==> config.mk <==
export PLATFORM = sky130hd
export DESIGN_NAME = spi_slave_m1
export DESIGN_NICKNAME = d
export VERILOG_FILES = /design/src/rtl/spi_pkg.sv /design/src/rtl/spi_sync_edge.sv /design/src/rtl/spi_slave_m1.sv
export SDC_FILE = /design/constraint.sdc
export NUM_CORES = 1
export LEC_CHECK = 0
export ABC_AREA = 1
export CAP_MARGIN = 10
export CORE_UTILIZATION = 52
export DETAILED_ROUTE_END_ITERATION = 10
export GPL_TIMING_DRIVEN = 0
export PLACE_DENSITY = 0.8
export SLEW_MARGIN = 10
export SYNTH_ARGS = -nofsm -noshare
export SYNTH_HDL_FRONTEND = slang
export SYNTH_SLANG_ARGS = --single-unit
==> constraint.sdc <==
create_clock -name sysclk -period 2.05 [get_ports sysclk]
set_input_delay 0.41 -clock sysclk [delete_from_list [all_inputs] [get_ports sysclk]]
set_output_delay 0.41 -clock sysclk [all_outputs]
set_load 0.03 [all_outputs]
==> src/rtl/spi_pkg.sv <==
// Shared SPI definitions: mode constants, state encoding, default word width.
// Imported by both the SPI master and the SPI slave.
package spi_pkg;

    localparam logic SPI_CPOL       = 1'b0;
    localparam logic SPI_CPHA       = 1'b1;
    localparam int   SPI_DATA_WIDTH = 8;

    typedef enum logic {
        ST_IDLE = 1'b0,
        ST_SEL  = 1'b1
    } spi_state_e;

endpackage

==> src/rtl/spi_sync_edge.sv <==
// Multi-flop synchroniser for one SPI pin plus a history flop.
// Rise and fall are decoded from the last synchroniser stage and the history flop.
module spi_sync_edge #(
    parameter int   STAGES  = 2,
    parameter logic RST_VAL = 1'b0
) (
    input  logic clk,
    input  logic rst,
    input  logic din,
    output logic level,
    output logic rise,
    output logic fall
);

    logic [STAGES-1:0] sync;
    logic              hist;

    always_ff @(posedge clk) begin
        if (rst) begin
            sync <= {STAGES{RST_VAL}};
            hist <= RST_VAL;
        end else begin
            sync <= {sync[STAGES-2:0], din};
            hist <= sync[STAGES-1];
        end
    end

    assign level = sync[STAGES-1];
    assign rise  = level & ~hist;
    assign fall  = ~level & hist;

endmodule

==> src/rtl/spi_slave_m1.sv <==
// SPI slave, CPOL=0 / CPHA=1, MSB first, all pins oversampled on sysclk.
// MISO is driven on the SCK rise; MOSI is captured on the SCK fall.
module spi_slave_m1
    import spi_pkg::*;
#(
    parameter int DATA_WIDTH  = SPI_DATA_WIDTH,
    parameter int SYNC_STAGES = 2
) (
    input  logic                  sysclk,
    input  logic                  rst,
    input  logic                  spi_sck,
    input  logic                  spi_cs_n,
    input  logic                  spi_mosi,
    output logic                  spi_miso,
    output logic                  spi_miso_oe,
    input  logic [DATA_WIDTH-1:0] tx_data,
    output logic                  tx_load,
    output logic [DATA_WIDTH-1:0] rx_data,
    output logic                  rx_valid,
    output logic                  busy,
    output logic                  frame_err
);

    localparam int CNT_W = (DATA_WIDTH > 1) ? $clog2(DATA_WIDTH) : 1;
    localparam logic [CNT_W-1:0] LAST_BIT = CNT_W'(DATA_WIDTH - 1);

    logic sck_rise, sck_fall;
    logic cs_rise, cs_fall;
    logic mosi_lvl;
    logic sck_lvl_unused, cs_lvl_unused;
    logic mosi_rise_unused, mosi_fall_unused;

    spi_sync_edge #(.STAGES(SYNC_STAGES), .RST_VAL(1'b0)) u_sck (
        .clk   (sysclk),
        .rst   (rst),
        .din   (spi_sck),
        .level (sck_lvl_unused),
        .rise  (sck_rise),
        .fall  (sck_fall)
    );

    // cs_n idles high, so a falling edge is a select and a rising edge a deselect
    spi_sync_edge #(.STAGES(SYNC_STAGES), .RST_VAL(1'b1)) u_cs (
        .clk   (sysclk),
        .rst   (rst),
        .din   (spi_cs_n),
        .level (cs_lvl_unused),
        .rise  (cs_rise),
        .fall  (cs_fall)
    );

    spi_sync_edge #(.STAGES(SYNC_STAGES), .RST_VAL(1'b0)) u_mosi (
        .clk   (sysclk),
        .rst   (rst),
        .din   (spi_mosi),
        .level (mosi_lvl),
        .rise  (mosi_rise_unused),
        .fall  (mosi_fall_unused)
    );

    spi_state_e state, state_nxt;

    logic [DATA_WIDTH-1:0] tx_shift;
    logic [DATA_WIDTH-1:0] rx_shift;
    logic [DATA_WIDTH-1:0] rx_nxt;
    logic [CNT_W-1:0]      bit_cnt;
    logic [CNT_W-1:0]      cnt_nxt;
    logic                  word_done;
    logic                  miso_q;

    always_ff @(posedge sysclk) begin
        if (rst) begin
            state <= ST_IDLE;
        end else begin
            state <= state_nxt;
        end
    end

    always_comb begin
        state_nxt = state;
        unique case (state)
            ST_IDLE: if (cs_fall) state_nxt = ST_SEL;
            ST_SEL:  if (cs_rise) state_nxt = ST_IDLE;
            default: state_nxt = ST_IDLE;
        endcase
    end

    always_comb begin
        busy        = 1'b0;
        spi_miso_oe = 1'b0;
        spi_miso    = 1'b0;
        if (state == ST_SEL) begin
            busy        = 1'b1;
            spi_miso_oe = 1'b1;
            spi_miso    = miso_q;
        end
    end

    // A final fall that coincides with deselect still completes the word
    always_comb begin
        word_done = sck_fall && (bit_cnt == LAST_BIT);
        rx_nxt    = {rx_shift[DATA_WIDTH-2:0], mosi_lvl};
        cnt_nxt   = bit_cnt;
        if (word_done) begin
            cnt_nxt = '0;
        end else if (sck_fall) begin
            cnt_nxt = bit_cnt + 1'b1;
        end
    end

    always_ff @(posedge sysclk) begin
        if (rst) begin
            tx_shift  <= '0;
            rx_shift  <= '0;
            rx_data   <= '0;
            bit_cnt   <= '0;
            miso_q    <= 1'b0;
            tx_load   <= 1'b0;
            rx_valid  <= 1'b0;
            frame_err <= 1'b0;
        end else begin
            tx_load   <= 1'b0;
            rx_valid  <= 1'b0;
            frame_err <= 1'b0;
            if (state == ST_IDLE) begin
                if (cs_fall) begin
                    tx_shift <= tx_data;
                    tx_load  <= 1'b1;
                    rx_shift <= '0;
                    bit_cnt  <= '0;
                    miso_q   <= 1'b0;
                end
            end else begin
                if (sck_rise) begin
                    miso_q   <= tx_shift[DATA_WIDTH-1];
                    tx_shift <= tx_shift << 1;
                end
                if (sck_fall) begin
                    rx_shift <= rx_nxt;
                    bit_cnt  <= cnt_nxt;
                end
                if (word_done) begin
                    rx_data  <= rx_nxt;
                    rx_valid <= 1'b1;
                    tx_shift <= tx_data;
                    tx_load  <= 1'b1;
                end
                if (cs_rise) begin
                    frame_err <= (cnt_nxt != '0);
                    bit_cnt   <= '0;
                end
            end
        end
    end

endmodule

======== Word level (Yosys, flattened, before mapping) ========
Cells that the tools add are included.
storage, ports and cells
  output and inout port bits .............. 14
  bits in registers ....................... 39
operators by class
  muxes and demuxes ....................... 23
  eq/ne operators ......................... 5
  bitwise gates (word level) .............. 10
  $add $sub $neg .......................... 1
  reductions and logical operators ........ 10
operators by type and width
  operator             count
  $mux 8               4
  $mux 7               3
  $mux 3               6
  $reduce_and 2->1     5
  $mux 1               9
  $not 1->1            6
  $and 1x1->1          4
  $ne 2x2->1 const B   2
  $add 3x1->3 const B  1
  $eq 3x3->1 const B   1
  $ne 3x2->1 const B   1
  $ne 3x3->1 const B   1
  $reduce_bool 3->1    1
  $reduce_or 3->1      1
  $pmux 1 s2           1
  $reduce_bool 2->1    1
  $reduce_or 2->1      1
  $logic_and 1x1->1    1

======== Logic depth before layout (Yosys ltp) ========
  depth in word-level cells ............... 7
  depth in mapped cells ................... 9
  mapped depth without buffers ............ 8

======== Modules after synthesis ========
Synthesis repeated with hierarchy kept, for this count alone.
second synthesis, totals
  cell total of the unflattened synthesis .. 239
  area total of the unflattened synthesis .. 1749.2 um^2
by module, submodules not included
  module                      cells each  area each (um^2)  times used
  spi_slave_m1                202         1463.9            1
  spi_sync_edge (u_mosi ...)  12          93.8              2
  spi_sync_edge (u_cs)        13          97.6              1

======== Least setup slack after synthesis ========
No wires, ideal clock.
  path kind ............................... reg-to-output
  from .................................... register state
  to ...................................... output spi_miso
  stages on the path, launching flop included .. 5
  path buffers ............................ 2
  arrival ................................. 1.270 ns
  slack ................................... 0.370 ns
  cells stage by stage .................... dfxtp_1 > buf_4 > clkbuf_1 > nand2_1 > inv_1
between the ends
  word-level cells in the longest chain between the ends .. 1
RTL lines
  element                   line                RTL
  start: declaration        spi_slave_m1.sv:61  spi_state_e state, state_nxt;
  start signal: assignment  spi_slave_m1.sv:75  state <= state_nxt;
  $mux 1                    spi_slave_m1.sv:92  if (state == ST_SEL) begin
  end: declaration          spi_slave_m1.sv:14  output logic spi_miso,
No other way between the ends.

======== Worst setup path in the final report ========
  from .................................... register state
  to ...................................... output spi_miso_oe
between the ends
  word-level cells in the longest chain between the ends .. 1
RTL lines
  element           line                RTL
  $mux 1            spi_slave_m1.sv:92
  end: declaration  spi_slave_m1.sv:15  output logic spi_miso_oe,
No other way between the ends.

==> impl_metrics.yaml <==
global_route:
  overflow: 0
  grt_max_degree: 19
  grt_pass1_vias: 1353
  grt_pass1_wl_mm: 5.66
  track_usage_pct: 22.0
  antenna_found_initial: 0
clocking:
  clkSinkCount: 39
  clockBufferDepth: 2
  clk_root_buffer_cell: "clkbuf_4"
  cts_tree: "done"
  postCtsSetupBuffers: 0
  cts_buffers: 5
  cts.htree.levels: 2
  cts.clk_slew.worst_paths_ns: 0.11
  clk_latency_ns: 0.35
placement:
  hpwl_mm: 2.18
  gp_congestion: 0.816
  place_ws_ns: -0.0564
  io_buffers: 26
cells_and_area:
  num_antenna_cells: 0
  layout-drive-gt1-share_pct: 9.65
  multiInputGateArea_um2: 709
  n_fill_cell: 252
  syn_to_final_growth_pct: 21.3
  register_area_um2: 781
  nets: 273
timing:
  finalSetupViolCount: 0
  rsz0062_at_grt: "no"
  worst_pin_slew_ns: 0.459
  tns_ns: 0
  hold_violations: 0
  maxSlewViolCount: 0
  period_minus_slack_ns: 1.87
  timing.final.crit_share_pct: 91.2
  finalClockSkew_ns: 0.0153
  layout_setup_ws_ns: 0.181
  relSlewSlack_pct: 69.4
  holdWs_ns: 0.414
  fmax_mhz: 535
outcome:
  violations: "DRC"
  status: "complete, but fails checks"
synthesis:
  synth_area_mm2: 0.00163
  avgSynthCellArea_um2: 7.21
  synth-seq-cells: 39
  yosys_warnings: 0
  syn_nets: 241
  seq_area_frac_synth_pct: 47.9
  ys_types: 19
  synth_cells: 226
power:
  switching_share_pct: 25.3
  powerDensity_mw_per_mm2: 647
  comb_power_share_pct: 9.4
  p_sw_mw: 0.323
  leakage_nw: 0.901
  internal_power_mw: 0.956
  vdd_ir_drop_max_v: 0.000559
  p_clk_share_pct: 29.3
  power_frac_seq_pct: 61.3
route:
  ant_nets: 0
  wl_per_cell_um: 10.9
  wl_met3_um: 126
  routed_via_density: 5.07
  drt-pass1-iter-count: 7
  drt-met1-wl_mm: 1.62
  drc_errors: 3
  vias: 1469
  wl_met2_mm: 1.36
  wirelength_mm: 3.15
  initialDrtViolationCount: 96
  routed.top_layer: "met4"
critical_path:
  cp.required_ns: 1.64
  cp_num_cells: 2
  worst_setup_path_end_kind: "output pin"
  crit_slowest_cell: "clkdlybuf4s50_1"
  crit_type: "flop to output pin"
  crit_buf_inv: 2
  crit_chain: "buf_4, clkdlybuf4s50_1"
  cp_top_family: "buffers and inverters"
  cp_max_fo: 3
  reg2regPathDepth: 8
  crit_arrival_ns: 1.46
  crit_path_start_kind: "flop"
  slowest_delay_ns: 0.65
floorplan:
  start_util_pct: 57.1
  row_count: 19
  fp.dieW_um: 58.0
  die_area_mm2: 0.00336
  die_h_um: 58.0
  pin_count: 27
  coreArea_mm2: 0.00285
flow_run:
  cap_violations: 0
worst_hold_path:
  min_path_type: "flop to flop"
  worstHoldPathCells: 2
==> sequential cells by signal, indices dropped and copies added, names as in the netlist <==
register and cells:
rx_data 8, tx_shift 8, rx_shift 7, bit_cnt 3
u_cs.sync 2, u_mosi.sync 2, u_sck.sync 2, frame_err 1
miso_q 1, rx_valid 1, state 1, tx_load 1
u_cs.hist 1, u_sck.hist 1
==> power groups by stage <==
stage | registers (mW) | clock network [mW] | logic [mW]
after floorplan | 0.803 | 0 | 0.0728
after global placement | 0.802 | 0 | 0.118
after detailed placement | 0.802 | 0 | 0.120
after CTS | 0.785 | 0.380 | 0.120
after global routing | 0.788 | 0.419 | 0.137
final | 0.785 | 0.375 | 0.120
==> timing repair <==
item	4_1_cts	5_1_grt
hold buffers	0	0
resized for setup	1	0
setup endpoints to repair	1	0
==> path summary, 6_finish.rpt <==
check | startpoint | to | slack, ns
worst max-delay path | state | spi_miso_oe | 0.18
worst min-delay path | u_mosi.sync[0] | u_mosi.sync[1] | 0.41
worst max register to register | bit_cnt[0] | tx_shift[3] | 0.27
worst min register to register | u_mosi.sync[0] | u_mosi.sync[1] | 0.41
==> cells by family (layout without fill, tap and decap cells) <==
family | Yosys count | count (layout) | synth area share [%]
buffers and inverters | 34 | 67 | 8.52
AND/OR/NAND/NOR | 131 | 131 | 35.7
flip-flops | 39 | 39 | 47.9
adder cells (fa/ha/maj) | 2 | 2 | 1.54
AO/OA/AOI/OAI | 20 | 20 | 6.30
==> Yosys cell counts, drive strengths merged <==
| cell | instances | share of area (%) |
|---|---|---|
| nor2 | 28 | 6.5 |
| a21boi | 1 | 0.46 |
| buf | 5 | 1.8 |
| ha | 2 | 1.5 |
| nand3 | 25 | 8.6 |
| dfxtp | 39 | 48 |
| o21ai | 4 | 1.2 |
| nand4 | 12 | 5.0 |
| nand2 | 64 | 15 |
| inv | 23 | 5.3 |
| clkinv | 2 | 0.46 |
| or2 | 2 | 0.77 |
| a21oi | 15 | 4.6 |
| clkbuf | 4 | 0.92 |
==> placed cells by master, fill, tap and decap left out, types with 3 or more instances in the layout <==
cell type,netlist,final
inv_1,18,18
nand3_1,22,22
clkbuf_1,4,3
clkinv_2,0,3
nand2_1,63,63
clkdlybuf4s50_1,0,25
dfxtp_1,39,39
nand3_2,3,3
buf_2,3,3
inv_2,5,5
o21ai_0,4,4
clkbuf_4,0,5
nor2_1,28,28
nand4_1,11,11
a21oi_1,15,15
==> stage by stage <==
step           power, mW  util (%)  area, um^2  instances
2_1_floorplan      0.876         -        1630        226
3_3_place_gp       0.920      67.6        1930        283
3_5_place_dp       0.922      67.6        1930        283
4_1_cts             1.29      69.3        1980        290
5_1_grt             1.34      69.3        1980        290
6_report            1.28      69.3        1980        290
==> layer usage <==
layer / track usage, % / vias to the layer above
li1: - / 787
met5: 0 / -
met1: 29.2 / 651
met2: 34.3 / 25
met4: 7.14 / 0
met3: 6.70 / 6
==> tightest hold or removal path, delay by kind of cell, from the launching register on <==
family	cells	cell delay (ns)
flops	1	0.31
buf+inv	1	0.04
simple gates	1	0.03
==> cell type report <==
cell class                 count  area share (%)
clock buffer                   5            1.90
clock inverter                 3           0.760
tap                           31            1.96
buffer                         8            2.09
multi-input combinational    153            35.9
inverter                      25            4.75
timing repair buffer          26            13.1
sequential                    39            39.5
Power figures use the tool's default switching activity.
